File: src/rtl/imm_pack.sv
// Immediate encoder: checks a 32-bit immediate against a RISC-V format, scatters it into
// instruction-word positions and merges it into a base word through a two-stage pipeline.
module imm_pack #(
    parameter int CNT_W = 16
) (
    input  logic             clk,
    input  logic             rst,
    input  logic             in_valid,
    output logic             in_ready,
    input  logic [31:0]      imm_in,
    input  logic [2:0]       imm_sel,
    input  logic [31:0]      base_in,
    output logic             out_valid,
    input  logic             out_ready,
    output logic [31:0]      instr_out,
    output logic             err_out,
    output logic [CNT_W-1:0] word_cnt,
    output logic [CNT_W-1:0] err_cnt
);

    typedef struct packed {
        logic [31:0] field;
        logic [31:0] mask;
        logic        err;
    } scatter_t;

    // A format's field and mask cover exactly the destination bits; err flags unencodable values.
    function automatic scatter_t scatter(input logic [31:0] imm, input logic [2:0] sel);
        scatter_t r;
        r.field = 32'h0000_0000;
        r.mask  = 32'h0000_0000;
        r.err   = 1'b1;
        case (sel)
            3'b000: begin
                r.field[31:20] = imm[11:0];
                r.mask         = 32'hFFF0_0000;
                r.err          = !((&imm[31:11]) | ~(|imm[31:11]));
            end
            3'b001: begin
                r.field[31:25] = imm[11:5];
                r.field[11:7]  = imm[4:0];
                r.mask         = 32'hFE00_0F80;
                r.err          = !((&imm[31:11]) | ~(|imm[31:11]));
            end
            3'b010: begin
                r.field[31]    = imm[12];
                r.field[30:25] = imm[10:5];
                r.field[11:8]  = imm[4:1];
                r.field[7]     = imm[11];
                r.mask         = 32'hFE00_0F80;
                r.err          = !((&imm[31:12]) | ~(|imm[31:12])) | imm[0];
            end
            3'b011: begin
                r.field[31:12] = imm[31:12];
                r.mask         = 32'hFFFF_F000;
                r.err          = |imm[11:0];
            end
            3'b100: begin
                r.field[31]    = imm[20];
                r.field[30:21] = imm[10:1];
                r.field[20]    = imm[11];
                r.field[19:12] = imm[19:12];
                r.mask         = 32'hFFFF_F000;
                r.err          = !((&imm[31:20]) | ~(|imm[31:20])) | imm[0];
            end
            3'b101: begin
                // funct7 in base[31:25] survives; only the shamt bits are replaced
                r.field[24:20] = imm[4:0];
                r.mask         = 32'h01F0_0000;
                r.err          = |imm[31:5];
            end
            default: begin
                r.field = 32'h0000_0000;
                r.mask  = 32'h0000_0000;
                r.err   = 1'b1;
            end
        endcase
        return r;
    endfunction

    logic        s1_valid;
    logic [31:0] s1_field;
    logic [31:0] s1_mask;
    logic [31:0] s1_base;
    logic        s1_err;
    logic        s2_can_load;
    scatter_t    sc;

    // Stage-2 load and input readiness derived from the output handshake.
    always_comb begin
        s2_can_load = !out_valid | out_ready;
        in_ready    = !s1_valid | s2_can_load;
        sc          = scatter(imm_in, imm_sel);
    end

    // Pipeline stages and saturating delivery counters.
    always_ff @(posedge clk) begin
        if (rst) begin
            s1_valid  <= 1'b0;
            s1_field  <= 32'h0000_0000;
            s1_mask   <= 32'h0000_0000;
            s1_base   <= 32'h0000_0000;
            s1_err    <= 1'b0;
            out_valid <= 1'b0;
            instr_out <= 32'h0000_0000;
            err_out   <= 1'b0;
            word_cnt  <= {CNT_W{1'b0}};
            err_cnt   <= {CNT_W{1'b0}};
        end else begin
            if (s2_can_load) begin
                out_valid <= s1_valid;
                if (s1_valid) begin
                    instr_out <= (s1_base & ~s1_mask) | s1_field;
                    err_out   <= s1_err;
                end else begin
                    instr_out <= instr_out;
                    err_out   <= err_out;
                end
            end else begin
                out_valid <= out_valid;
            end

            if (in_ready) begin
                s1_valid <= in_valid;
                if (in_valid) begin
                    s1_field <= sc.field;
                    s1_mask  <= sc.mask;
                    s1_base  <= base_in;
                    s1_err   <= sc.err;
                end else begin
                    s1_field <= s1_field;
                end
            end else begin
                s1_valid <= s1_valid;
            end

            if (out_valid && out_ready) begin
                if (word_cnt != {CNT_W{1'b1}}) begin
                    word_cnt <= word_cnt + {{(CNT_W-1){1'b0}}, 1'b1};
                end else begin
                    word_cnt <= word_cnt;
                end
                if (err_out && (err_cnt != {CNT_W{1'b1}})) begin
                    err_cnt <= err_cnt + {{(CNT_W-1){1'b0}}, 1'b1};
                end else begin
                    err_cnt <= err_cnt;
                end
            end else begin
                word_cnt <= word_cnt;
            end
        end
    end

endmodule
File: config.mk
export PLATFORM = sky130hd
export DESIGN_NAME = imm_pack
export DESIGN_NICKNAME = d
export VERILOG_FILES = /design/src/rtl/imm_pack.sv
export SDC_FILE = /design/constraint.sdc
export NUM_CORES = 1
export LEC_CHECK = 0
export CELL_PAD_IN_SITES_DETAIL_PLACEMENT = 2
export CELL_PAD_IN_SITES_GLOBAL_PLACEMENT = 2
export CORE_MARGIN = 2
export CORE_UTILIZATION = 30
export DETAILED_ROUTE_END_ITERATION = 6
export PLACE_DENSITY_LB_ADDON = 0.1
export RECOVER_POWER = 50
export SLEW_MARGIN = 20
export SYNTH_ARGS = -nofsm -noshare
export SYNTH_HDL_FRONTEND = slang
export SYNTH_SLANG_ARGS = --single-unit
File: constraint.sdc
create_clock -name clk -period 3.35 [get_ports clk]
set_input_delay 1.005 -clock clk [delete_from_list [all_inputs] [get_ports clk]]
set_output_delay 1.005 -clock clk [all_outputs]
set_load 0.02 [all_outputs]
==> results.sh <==
export IMPL_drtIter0Drc=175
export IMPL_seq_area_um2=2580
export IMPL_starting_density_of_the_core_pct=30.9
export IMPL_timing_critical_path_slowest_cell_delay_ns=0.61
export IMPL_final_period_utilization_pct=96.6
export IMPL_viasPerCell=5.18
export IMPL_clkSlewWorstSetupHoldPaths_ns=0.06
export IMPL_flow_area_growth_from_synthesis_pct=40.7
export IMPL_grt_antenna_before_repair=0
export IMPL_design_power_total_uw=3970
export IMPL_timing_critical_path_to_type="output port"
export IMPL_drive_gt1_share_pct=6.05
export IMPL_critPathMaxFanout=2
export IMPL_cp_slowest_cell="sky130_fd_sc_hd__clkdlybuf4s50_1"
export IMPL_dp_cells=1003
export IMPL_cap_violations=0
export IMPL_rows=48
export IMPL_core_area_um2=17400
export IMPL_setup_total_negative_slack_ns=0
export IMPL_min_from="s1_base[20]"
export IMPL_layoutNonFillerInstCount=1035
export IMPL_regToRegSetupSlack_ns=0.95
export IMPL_cts_hold_buf=0
export IMPL_regToRegStartpoint="out_valid"
export IMPL_clockRootBuffer="sky130_fd_sc_hd__clkbuf_16"
export IMPL_finalHoldViolCount=0
export IMPL_clock_buffer_count_from_cts=17
export IMPL_syn_num_nets=743
export IMPL_leakagePower_uw=0.00266
export IMPL_multi_input_area_um2=2590
export IMPL_design_portCount=138
export IMPL_min_delay_path_depth=2
export IMPL_totalWireLength_mm=18.7
export IMPL_die_height_um=138
export IMPL_synth_warning_count=0
export IMPL_tritoncts="built"
export IMPL_cts_sinks=129
export IMPL_htree_num_levels=4
export IMPL_startpoint_type="input pin"
export IMPL_numPortBuffers=137
export IMPL_rsz_0062_raised_after_global_routing="false"
export IMPL_synth_cell_area_um2=5380
export IMPL_worst_pin_slew_ns=1.29
export IMPL_synth_area_per_cell_um2=8.03
export IMPL_antenna_left=0
export IMPL_report_final_setup_viol=0
export IMPL_floorplan_die_area_um2=19000
export IMPL_drtPass1Iterations=4
export IMPL_hp_class="register to register"
export IMPL_gp_congestion=0.777
export IMPL_grt_max_degree=83
export IMPL_timing_critical_path_required_ns=2.34
export IMPL_timing_final_crit_period_ns=3.23
export IMPL_timing_critical_path_buf_inv=2
export IMPL_drv_slew=0
export IMPL_post_route_drc_count=0
export IMPL_global_route_wire_length_before_repair_mm=29.7
export IMPL_timing_slew_headroom_pct=14.0
export IMPL_synthCells=670
export IMPL_dp_hpwl_mm=13.1
export IMPL_routedWlPerCell_um=18.1
export IMPL_globalRoute_totalOverflow=0
export IMPL_num_vias=5364
export IMPL_fin_util_pct=43.5
export IMPL_first_global_vias=5806
export IMPL_outcome="completed"
export IMPL_post_cts_setup_buffers=0
export IMPL_die_width_um=138
export IMPL_crit_chain="clkdlybuf4s50_1 -> nand3b_1 -> clkdlybuf4s50_1"
export IMPL_postCtsResizedCells=0
export IMPL_synth_seq_area_share_pct=48.0
export IMPL_gr_usage_all_layers_pct=20.2
export IMPL_cellPowerDensity_nw_per_um2=524
export IMPL_signal_arrival_time_at_the_worst_endpoint_ns=2.23
export IMPL_count_of_unique_library_cells_instantiated_by_yosys=40
export IMPL_worst_r2r_path_depth=6
export IMPL_fill_cells=1951
export IMPL_peakVddDrop_uv=346
export IMPL_worst_hold_path_endpoint="s1_base[20]"
export IMPL_crit_family="buffers and inverters"
export IMPL_r2r_end="s1_field[27]"
export IMPL_worstSkewPairLatency_ns=0.42
export IMPL_antennaDiodeCount=0
export IMPL_maxClockFrequency_mhz=309
export IMPL_timing_critical_path_mode_cell="sky130_fd_sc_hd__clkdlybuf4s50_1"
export IMPL_synth_ff_latch_count=129
export IMPL_finish_net_count=870
export IMPL_crit_type="input pin to output port"
export IMPL_clockBufferDepth=2
export IMPL_worst_clock_skew_ns=0.0106
## kinds of logic (layout without fill, tap and decap cells)
family	Yosys count	count (layout)	synth area share, %
mux	3	3	0.582
flops	129	129	48.0
xor+xnor	26	26	4.23
compound gates	155	155	17.6
buf+inv	54	194	3.81
fa+ha+maj	2	2	0.465
simple gates	301	301	25.3
## state kept, by name, summed over array words and instances (netlist names)
register	flops
s1_valid	1
s1_field	25
s1_err	1
s1_mask	4
word_cnt	16
out_valid	1
instr_out	32
err_cnt	16
s1_base	32
err_out	1
## placed cells by master (no fill, tap or decap), drive strengths merged, types with 5 or more instances in the layout
cell           count
nor3              21
inv               12
nand3b             5
xnor2             26
dlygate4sd3       32
o21ai             11
a22oi             12
nor2              89
a211oi            30
nand4             12
buf               10
nand3             10
dfxtp            129
clkbuf            24
clkinv             7
clkdlybuf4s50    104
a311oi             8
nor4              13
a21oi             81
and2               6
nand2            121
or4                5
## cell usage after synthesis, drive strengths merged
master  instances  area share (%)
a22oi          12             1.7
mux2            1            0.21
inv            11            0.77
mux2i           2            0.37
nor3b           3            0.42
and4bb          1            0.23
a21boi          1            0.14
a211oi         30             4.2
a221oi          1            0.16
clkbuf         38             2.7
nand3b          5            0.70
a31oi           3            0.35
ha              2            0.47
nand4          12             1.4
and3            2            0.23
nand2b          4            0.47
or2             1            0.12
buf             5            0.40
o21a            1            0.14
and4            2            0.33
nor4b           2            0.44
o221ai          4            0.65
xnor2          26             4.2
nand2         121             8.4
nand3          10            0.93
nor4           13             1.5
o211ai          3            0.42
nor3           21             2.0
o21ai          11             1.0
or3             2            0.23
and2            6            0.70
or4             5            0.77
dfxtp         129              48
a311oi          8             1.3
nor2b           2            0.23
a21oi          81             7.5
nor2           89             6.2
## worst min-delay path: stages (launching register included)
cell                      delay [ns]
sky130_fd_sc_hd__dfxtp_1        0.31
sky130_fd_sc_hd__nand2_1        0.05
sky130_fd_sc_hd__a21oi_1        0.05
## layout make-up
class | count | share of cell area, %
timing repair buffer | 151 | 19.4
clock buffer | 19 | 5.85
clock inverter | 13 | 2.12
inverter | 11 | 0.545
sequential | 129 | 34.1
multi-input combinational | 487 | 34.2
tap | 225 | 3.72
## through the flow
stage,area [µm²],setup slack (ns),hold WS (ns)
after floorplan,5380,1.05,0.432
after global placement,7000,0.138,0.443
after detailed placement,7000,0.111,0.452
after CTS,7600,0.0983,0.460
after global routing,7570,0.0655,0.481
final,7570,0.115,0.455
## metal layers
layer | wire, µm | share of wire [%] | vias to the layer above | track usage (%)
li1 | - | - | 2589 | -
met5 | 0 | 0 | - | 0
met1 | 8340 | 45 | 2629 | 23.8
met3 | 681 | 3.6 | 26 | 3.91
met4 | 309 | 1.7 | 0 | 7.26
met2 | 9370 | 50 | 120 | 36.2
## worst max-delay path by stage
stage	cells past startpoint	from	slack, ns	end
after floorplan	1	out_ready	1.05	in_ready
after global placement	3	out_ready	0.14	in_ready
after detailed placement	3	out_ready	0.11	in_ready
after CTS	3	out_ready	0.1	in_ready
after global routing	7	out_ready	0.07	s1_base[17]
final	3	out_ready	0.12	in_ready
## power breakdown
part | leakage, µW | internal (µW) | switching (µW)
Combinational | 0.00131 | 185 | 232
Sequential | 0.00105 | 1600 | 38.6
Clock | 0.000293 | 1190 | 721
Total | 0.00266 | 2980 | 992
Power figures use the tool's default switching activity.
